### config.mk
export PLATFORM = sky130hd
export DESIGN_NAME = debug_frame_loader
export DESIGN_NICKNAME = d
export VERILOG_FILES = /design/src/rtl/debug_pkg.sv /design/src/rtl/debug_frame_packer.sv /design/src/rtl/debug_frame_loader.sv
export SDC_FILE = /design/constraint.sdc
export NUM_CORES = 1
export LEC_CHECK = 0
export CORE_ASPECT_RATIO = 0.6
export CORE_UTILIZATION = 29
export CTS_BUF_LIST = sky130_fd_sc_hd__clkbuf_4
export CTS_CLUSTER_DIAMETER = 60
export CTS_CLUSTER_SIZE = 40
export DETAILED_ROUTE_END_ITERATION = 12
export PLACE_DENSITY = 0.53
export SETUP_SLACK_MARGIN = 0.4
export SYNTH_ARGS = -nofsm -noshare
export SYNTH_HDL_FRONTEND = slang
export SYNTH_SLANG_ARGS = --single-unit
### constraint.sdc
create_clock -name i_clock -period 2.4 [get_ports i_clock]
set_input_delay 0.72 -clock i_clock [delete_from_list [all_inputs] [get_ports i_clock]]
set_output_delay 0.72 -clock i_clock [all_outputs]
set_load 0.05 [all_outputs]
### src/rtl/debug_pkg.sv
// Shared defaults and sizing helpers for the debug frame interface
// (debug controllers and the frame loader).
package debug_pkg;

    localparam int          DEBUG_NB_FRAME       = 8;
    localparam int          DEBUG_NB_OUTPUT_SIZE = 32;
    localparam int          DEBUG_NB_ADDR        = 10;
    // MIPS halt opcode marks the end of a downloaded program.
    localparam logic [31:0] DEBUG_END_WORD       = 32'hFFFF_FFFF;

    function automatic int frames_per_word(input int nb_output, input int nb_frame);
        return (nb_output + nb_frame - 1) / nb_frame;
    endfunction

    function automatic int padded_width(input int nb_output, input int nb_frame);
        return frames_per_word(nb_output, nb_frame) * nb_frame;
    endfunction

endpackage

### src/rtl/debug_frame_packer.sv
// Packs incoming frames, least-significant chunk first, into one word and
// pulses word_done_o together with the packed word on the final frame.
module debug_frame_packer
    import debug_pkg::*;
#(
    parameter int NB_FRAME       = DEBUG_NB_FRAME,
    parameter int NB_OUTPUT_SIZE = DEBUG_NB_OUTPUT_SIZE
) (
    input  logic                      clock_i,
    input  logic                      clear_i,
    input  logic                      accept_i,
    input  logic [NB_FRAME-1:0]       frame_i,
    output logic [NB_OUTPUT_SIZE-1:0] word_o,
    output logic                      word_done_o,
    output logic                      busy_o
);

    localparam int FPW       = frames_per_word(NB_OUTPUT_SIZE, NB_FRAME);
    localparam int NB_PADDED = padded_width(NB_OUTPUT_SIZE, NB_FRAME);
    localparam int CNT_W     = (FPW > 1) ? $clog2(FPW) : 1;

    logic [CNT_W-1:0]     count_q, count_d;
    logic [NB_PADDED-1:0] slots_q, slots_d;
    logic                 last;

    always_comb begin
        last    = (count_q == CNT_W'(FPW - 1));
        slots_d = slots_q;
        count_d = count_q;
        if (accept_i) begin
            for (int s = 0; s < FPW; s++) begin
                if (count_q == CNT_W'(s)) slots_d[s*NB_FRAME +: NB_FRAME] = frame_i;
            end
            count_d = last ? '0 : count_q + 1'b1;
        end
        if (clear_i) begin
            slots_d = '0;
            count_d = '0;
        end
    end

    always_ff @(posedge clock_i) begin
        count_q <= count_d;
        slots_q <= slots_d;
    end

    // Bits of the last frame above NB_OUTPUT_SIZE are dropped here.
    assign word_o      = slots_d[NB_OUTPUT_SIZE-1:0];
    assign word_done_o = accept_i & last & ~clear_i;
    assign busy_o      = (count_q != '0);

endmodule

### src/rtl/debug_frame_loader.sv
// Host-to-MIPS debug loader: assembles frames into words and writes them to
// instruction memory at consecutive addresses until end word or memory full.
module debug_frame_loader
    import debug_pkg::*;
#(
    parameter int                        NB_FRAME       = DEBUG_NB_FRAME,
    parameter int                        NB_OUTPUT_SIZE = DEBUG_NB_OUTPUT_SIZE,
    parameter int                        NB_ADDR        = DEBUG_NB_ADDR,
    parameter logic [NB_OUTPUT_SIZE-1:0] END_WORD       = NB_OUTPUT_SIZE'(DEBUG_END_WORD)
) (
    input  logic                      i_clock,
    input  logic                      i_reset,
    input  logic                      i_enable,
    input  logic [NB_FRAME-1:0]       i_frame,
    input  logic                      i_frame_valid,
    output logic [NB_OUTPUT_SIZE-1:0] o_data,
    output logic [NB_ADDR-1:0]        o_addr,
    output logic                      o_write_enable,
    output logic                      o_busy,
    output logic                      o_done,
    output logic                      o_full
);

    localparam logic [NB_ADDR-1:0] ADDR_MAX = '1;

    logic                      clear, accept, word_done, packer_busy;
    logic [NB_OUTPUT_SIZE-1:0] word;
    logic [NB_OUTPUT_SIZE-1:0] data_q, data_d;
    logic [NB_ADDR-1:0]        addr_q, addr_d;
    logic                      we_q, we_d, done_q, done_d, full_q, full_d;

    assign clear  = i_reset | ~i_enable;
    assign accept = i_enable & i_frame_valid & ~done_q;

    debug_frame_packer #(
        .NB_FRAME      (NB_FRAME),
        .NB_OUTPUT_SIZE(NB_OUTPUT_SIZE)
    ) u_packer (
        .clock_i    (i_clock),
        .clear_i    (clear),
        .accept_i   (accept),
        .frame_i    (i_frame),
        .word_o     (word),
        .word_done_o(word_done),
        .busy_o     (packer_busy)
    );

    always_comb begin
        data_d = data_q;
        addr_d = addr_q;
        we_d   = word_done;
        done_d = done_q;
        full_d = full_q;
        if (word_done) data_d = word;
        // End word wins over full so a halt on the last address is not "full".
        if (we_q) begin
            if (addr_q != ADDR_MAX) addr_d = addr_q + 1'b1;
            if (data_q == END_WORD) begin
                done_d = 1'b1;
            end else if (addr_q == ADDR_MAX) begin
                done_d = 1'b1;
                full_d = 1'b1;
            end
        end
        if (clear) begin
            data_d = '0;
            addr_d = '0;
            we_d   = 1'b0;
            done_d = 1'b0;
            full_d = 1'b0;
        end
    end

    always_ff @(posedge i_clock) begin
        data_q <= data_d;
        addr_q <= addr_d;
        we_q   <= we_d;
        done_q <= done_d;
        full_q <= full_d;
    end

    // Gating with i_enable zeroes outputs in the very cycle enable drops.
    assign o_data         = i_enable ? data_q : '0;
    assign o_addr         = i_enable ? addr_q : '0;
    assign o_write_enable = i_enable & we_q;
    assign o_busy         = i_enable & ~done_q & packer_busy;
    assign o_done         = i_enable & done_q;
    assign o_full         = i_enable & full_q;

endmodule

==> results of run 1 <==
through the flow:
step / power [mW] / setup slack [ns] / cell area, um^2
global placement: 1.33 / 0.0789 / 4370
detailed placement: 1.33 / 0.0785 / 4370
CTS: 2.30 / 0.256 / 4730
global route: 2.39 / 0.207 / 4840
floorplan: 1.27 / 0.350 / 3200
finish: 2.30 / 0.315 / 4840
power groups by stage:
stage / Clock (mW) / Combinational, mW / Sequential [mW]
after detailed placement: 0 / 0.116 / 1.21
after floorplan: 0 / 0.0585 / 1.21
after CTS: 0.964 / 0.149 / 1.18
after global placement: 0 / 0.116 / 1.21
final: 0.948 / 0.169 / 1.18
after global routing: 1.03 / 0.179 / 1.18
cells in the final DEF (no fill, tap or decap), drive strengths merged:
cell type,instances
o21ai,26
nand3,5
bufinv,3
a31o,1
and2,46
nor3b,1
clkinv,4
nor3,1
o21a,1
nand4,10
inv,5
o41ai,1
nor4,3
nor2,39
a211oi,2
clkdlybuf4s50,10
xnor2,6
and3b,1
clkbuf,12
ha,5
mux2i,24
nand2b,1
buf,65
a31oi,2
a21oi,38
a311oi,1
nand2,25
dfxtp,71
and4,2
nor2b,1
or4,1
sequential cells by signal, indices dropped and copies added, names as in the netlist:
signal / count
we_q: 1
u_packer.slots_q: 24
u_packer.count_q: 2
done_q: 1
data_q: 32
full_q: 1
addr_q: 10
cells by family after synthesis:
kind of cell    after synthesis
simple gates                136
compound gates               72
flops                        71
buf+inv                      28
mux                          24
xor+xnor                      6
fa+ha+maj                     5
worst paths after layout:
path                                    startpoint                endpoint  slack (ns)  cells past startpoint
hold reg to reg                full_q$_SDFFE_PN0P_     full_q$_SDFFE_PN0P_        0.48                      1
setup / recovery  u_packer.count_q[0]$_SDFFE_PN0N_                  o_busy        0.31                      4
setup reg to reg               done_q$_SDFFE_PN0P_  data_q[1]$_SDFFE_PN0P_        0.80                      4
hold / removal                 full_q$_SDFFE_PN0P_     full_q$_SDFFE_PN0P_        0.48                      1
repair_timing:
item / 4_1_cts / 5_1_grt
hold buffers: 0 / 0
cloned: 4 / 4
buffers inserted: 5 / 0
resized for setup: 20 / 7
pin swaps: 5 / 2
endpoints found under the setup margin: 46 / 46
critical path: stages, from the launching register on:
cell and delay [ns]:
dfxtp_2 0.37, inv_2 0.05, ha_4 0.16, nor3b_4 0.21, buf_12 0.16
per-layer routing:
| layer | part of all wire [%] | GRT usage [%] | wire length [um] | up-vias |
|---|---|---|---|---|
| met1 | 52 | 24.3 | 4790 | 1242 |
| li1 | - | - | - | 1300 |
| met4 | 0.69 | 5.06 | 63 | 0 |
| met2 | 40 | 23.9 | 3700 | 71 |
| met3 | 6.4 | 4.88 | 586 | 4 |
| met5 | 0 | 0 | 0 | - |
cell type report:
class,count,area [um^2],share of cell area (%)
Sequential cell,71,1430,29.5
Inverter,5,18.8,0.388
Multi-Input combinational cell,243,1640,33.9
Clock buffer,9,67.6,1.40
Clock inverter,7,111,2.30
Timing Repair Buffer,78,1400,29.0
Tap cell,135,169,3.49
==> reports/qor.yml, run 1 <==
synth:
  synth_area_leaders: "dfxtp_1 46%, and2_1 9.2%, mux2i_1 7.8%"
  synth.most_common_cell: "dfxtp_1"
  ys_warn_count: 0
  synth_flop_cell: "dfxtp_1"
  ys_seq_area_share_pct: 46.2
  synth_edf_count: 0
  netlist.area_leader.share_pct: 46.2
  syn-mean-instance-area_um2: 9.00
  synthCells: 342
  syn_area_mm2: 0.00308
  ys_ff_latch: 71
  async_flop_share_pct: 0
  synth-simple-area-share_pct: 23.8
  synth_mux_area_share_pct: 7.81
  syn_nets: 359
  synth-xor-area-share_pct: 1.71
  synth_top_family_by_area: "simple AND/OR/NAND/NOR gates"
  synth-compound-area-share_pct: 13.5
  synth_top_cell_by_area: "dfxtp_1"
  synth_commonest_cells: "71 x dfxtp_1, 45 x and2_1, 39 x nor2_1, 32 x a21oi_1, 24 x mux2i_1"
  synthAdderAreaFrac_pct: 2.03
  synth.distinct_cells: 39
timing:
  period_share_pct: 86.9
  max_freq_mhz: 480
  slew_viol_final: 0
  period_minus_slack_ns: 2.09
  hold_slack_ns: 0.482
  finalClockSkew_ns: 0.0138
  rsz0062_at_grt: "yes"
  final_hold_viol_count: 0
  setup_viol: 0
  fin_setup_tns_ns: 0
  max_slew_margin_pct: 69.4
  tightest_slew_ns: 0.454
route:
  via_per_inst: 4.78
  wl_mm: 9.14
  drc: 0
  wire_per_inst_um: 16.7
  first_pass_iters: 4
  antenna_left: 0
  drt-initial-drc-count: 153
  routed-via-count: 2617
critical_path:
  end_kind: "output pin"
  path_max_fanout: 2
  start_kind: "flip-flop"
  required_ns: 1.68
  cp.arrival_ns: 1.37
  path_class: "reg2out"
floorplan:
  die_x_um: 135
  ios: 58
  dieArea_mm2: 0.0110
  core_area_mm2: 0.0101
  initial_core_util_pct: 30.5
  die_y_um: 81.8
  num_rows: 28
placement:
  gp_congestion: 0.785
  hpwl_mm: 5.86
  place_inst: 519
  port_buffers: 57
cts:
  htreeDepth: 3
  cts_root_buf: "clkbuf_4"
  clock_latency_ns: 0.42
  clkSinkCount: 71
  clk_pin_slew_worst_paths_ns: 0.12
  cts_tree: "yes"
  clockBufferDepth: 2
  cts_buffers: 9
cells_and_area:
  final_util_pct: 47.9
  area_delta_synth_final_pct: 57.2
  num-nets-final: 425
  drive_gt1_share_pct: 38.0
  nFillCells: 934
  antenna_cells: 0
  finalNonFillerCells: 548
power:
  power_density_mw_per_mm2: 476
  comb_power_share_pct: 7.3
  p_leak_nw: 1.94
  switching_share_pct: 22.4
  p_sw_uw: 515
  power_frac_clock_pct: 41.2
  intPower_mw: 1.79
  ir_drop_mv: 0.253
  seqPwrFrac_pct: 51.4
grt:
  gr-total-overflow: 0
  antenna_found_initial: 0
  grt_pass1_vias: 2530
  grt_use_total_pct: 16.9
  grt_pass1_wl_mm: 13.9
  grt_max_degree: 34
status:
  status: "finished clean"
hold_path:
  worst_hold_path_type: "reg2reg"
job:
  drv_cap: 0
Power figures use the tool's default switching activity.
==> inputs of run 2 (changes only) <==
PLACE_DENSITY = default   (was 0.53)
PLACE_DENSITY_LB_ADDON = 0.3   (was default)
clock period = 2.3 ns   (was 2.4 ns; I/O delays follow)
==> reports/qor.yml, run 2 (synthesized netlist as in run 1, its figures left out) <==
timing:
  hold_slack_ns: 0.490
  max_slew_margin_pct: 68.2
  period_share_pct: 90.2
  tightest_slew_ns: 0.473
  finalClockSkew_ns: 0.0144
  rsz0062_at_grt: "yes"
  period_minus_slack_ns: 2.07
  slew_viol_final: 0
  final_hold_viol_count: 0
  max_freq_mhz: 482
  setup_viol: 0
floorplan:
  die_x_um: 135
  core_area_mm2: 0.0101
  ios: 58
  num_rows: 28
  dieArea_mm2: 0.0110
  die_y_um: 81.8
  initial_core_util_pct: 30.5
critical_path:
  start_kind: "flip-flop"
  cp.arrival_ns: 1.38
  path_cells: "inv_2 > ha_4 > nor3b_4 > buf_12"
  path_class: "reg2out"
  cp_slowest_stage_delay_ns: 0.36
  slowest_stage: "dfxtp_2"
  timing.rr.end: "addr_q[8]$_SDFFE_PN0P_"
  path_max_fanout: 2
  end_kind: "output pin"
  timing.rr.start: "addr_q[0]$_SDFFE_PN0P_"
  r2r_cells: 5
  required_ns: 1.61
  r2r_slack_ns: 0.75
cells_and_area:
  final_cell_mix: "64 x dfxtp_1, 56 x buf_12, 46 x and2_4"
  nFillCells: 917
  finalNonFillerCells: 559
  antenna_cells: 0
  largestRegisters: "data_q: 32 flops, u_packer.slots_q: 24 flops, addr_q: 10 flops"
  num-nets-final: 436
  final_util_pct: 48.7
  area_delta_synth_final_pct: 59.9
  final_common_cell: "dfxtp_1"
  finalInstanceArea_mm2: 0.00492
  largest_reg_flops: 32
  drive_gt1_share_pct: 41.0
  largest_register: "data_q"
placement:
  place_area_mm2: 0.00445
  gp_congestion: 0.783
  port_buffers: 57
  place_inst: 525
  hpwl_mm: 6.24
power:
  p_sw_uw: 540
  switching_share_pct: 25.7
  ir_drop_mv: 0.202
  power_density_mw_per_mm2: 428
  comb_power_share_pct: 9.0
  p_leak_nw: 1.98
  intPower_mw: 1.56
  power_frac_clock_pct: 32.3
  seqPwrFrac_pct: 58.7
  finalPower_mw: 2.10
cts:
  cts_tree: "yes"
  cts_root_buf: "clkbuf_4"
  clockBufferDepth: 2
  hold_buffers: 0
  clk_pin_slew_worst_paths_ns: 0.12
  clock_latency_ns: 0.43
  htreeDepth: 3
  clkSinkCount: 71
  cts_buffers: 9
hold_path:
  min_from: "full_q$_SDFFE_PN0P_"
  hold_end: "full_q$_SDFFE_PN0P_"
  hold_depth: 1
  worst_hold_path_type: "reg2reg"
grt:
  gr-total-overflow: 0
  grt_pass1_vias: 2473
  grt_max_degree: 30
  grt_pass1_wl_mm: 14.0
  grt_use_total_pct: 17.3
  antenna_found_initial: 0
job:
  drv_cap: 0
route:
  wire_per_inst_um: 16.1
  antenna_left: 0
  first_pass_iters: 4
  drc: 0
  wl_mm: 9.02
  via_per_inst: 4.75
  drt-initial-drc-count: 209
  routed-via-count: 2655
status:
  status: "finished clean"
## run 2: cell types whose count changed in the layout (fill, tap and decap cells not counted), moves of 3 or more
cell	delta
buf_12	+5
buf_4	+6
bufinv_16	-3
clkbuf_16	-3
## run 2: area by class of cell
class / count / area [um^2] / area share, %
inverters: 5 / 18.8 / 0.382
repair buffers: 89 / 1540 / 31.2
clock inverters: 6 / 35.0 / 0.712
flip-flops and latches: 71 / 1430 / 29.1
clock buffers: 10 / 75.1 / 1.53
multi-input cells: 243 / 1650 / 33.6
well taps: 135 / 169 / 3.43
## run 2: worst max-delay path by stage
stage / startpoint / cells past startpoint / endpoint
3_5_place_dp: i_enable / 7 / data_q[15]$_SDFFE_PN0P_
6_report: u_packer.count_q[1]$_SDFFE_PN0N_ / 4 / o_busy
2_1_floorplan: i_enable / 2 / o_busy
4_1_cts: u_packer.count_q[1]$_SDFFE_PN0N_ / 4 / o_busy
5_1_grt: u_packer.count_q[1]$_SDFFE_PN0N_ / 4 / o_busy
3_3_place_gp: i_enable / 6 / data_q[22]$_SDFFE_PN0P_
## run 2: power groups by stage
stage	sequential [mW]	clock (mW)	combinational [mW]
2_1_floorplan	1.26	0	0.0630
3_3_place_gp	1.26	0	0.123
3_5_place_dp	1.26	0	0.125
4_1_cts	1.23	0.702	0.187
5_1_grt	1.24	0.767	0.200
6_report	1.23	0.680	0.189
## run 2: per-layer routing
metal | share of wire [%] | routed length [um] | GRT usage, % | vias up
met5 | 0 | 0 | 0 | -
met4 | 0.99 | 89 | 4.72 | 0
met3 | 5.9 | 530 | 4.88 | 9
met2 | 43 | 3920 | 24.5 | 62
met1 | 50 | 4490 | 25.3 | 1268
li1 | - | - | - | 1316
## run 2: what timing repair did
action                     CTS  global route
setup endpoints to repair  102            51
resized for setup           33             8
gates cloned                 5             0
pin swaps                    3             3
buffers inserted            12             1
## run 2: critical path, delay by kind of cell (launching register included)
kind,cells,cell delay [ns]
buf+inv,2,0.22
fa+ha+maj,1,0.16
simple gates,1,0.22
flops,1,0.36
## run 2: through the flow
stage                     setup TNS (ns)  setup slack (ns)
after floorplan                        0             0.311
after global placement            -16.54            -0.218
after detailed placement          -19.59            -0.289
after CTS                              0             0.174
after global routing                   0             0.141
final                                  0             0.226
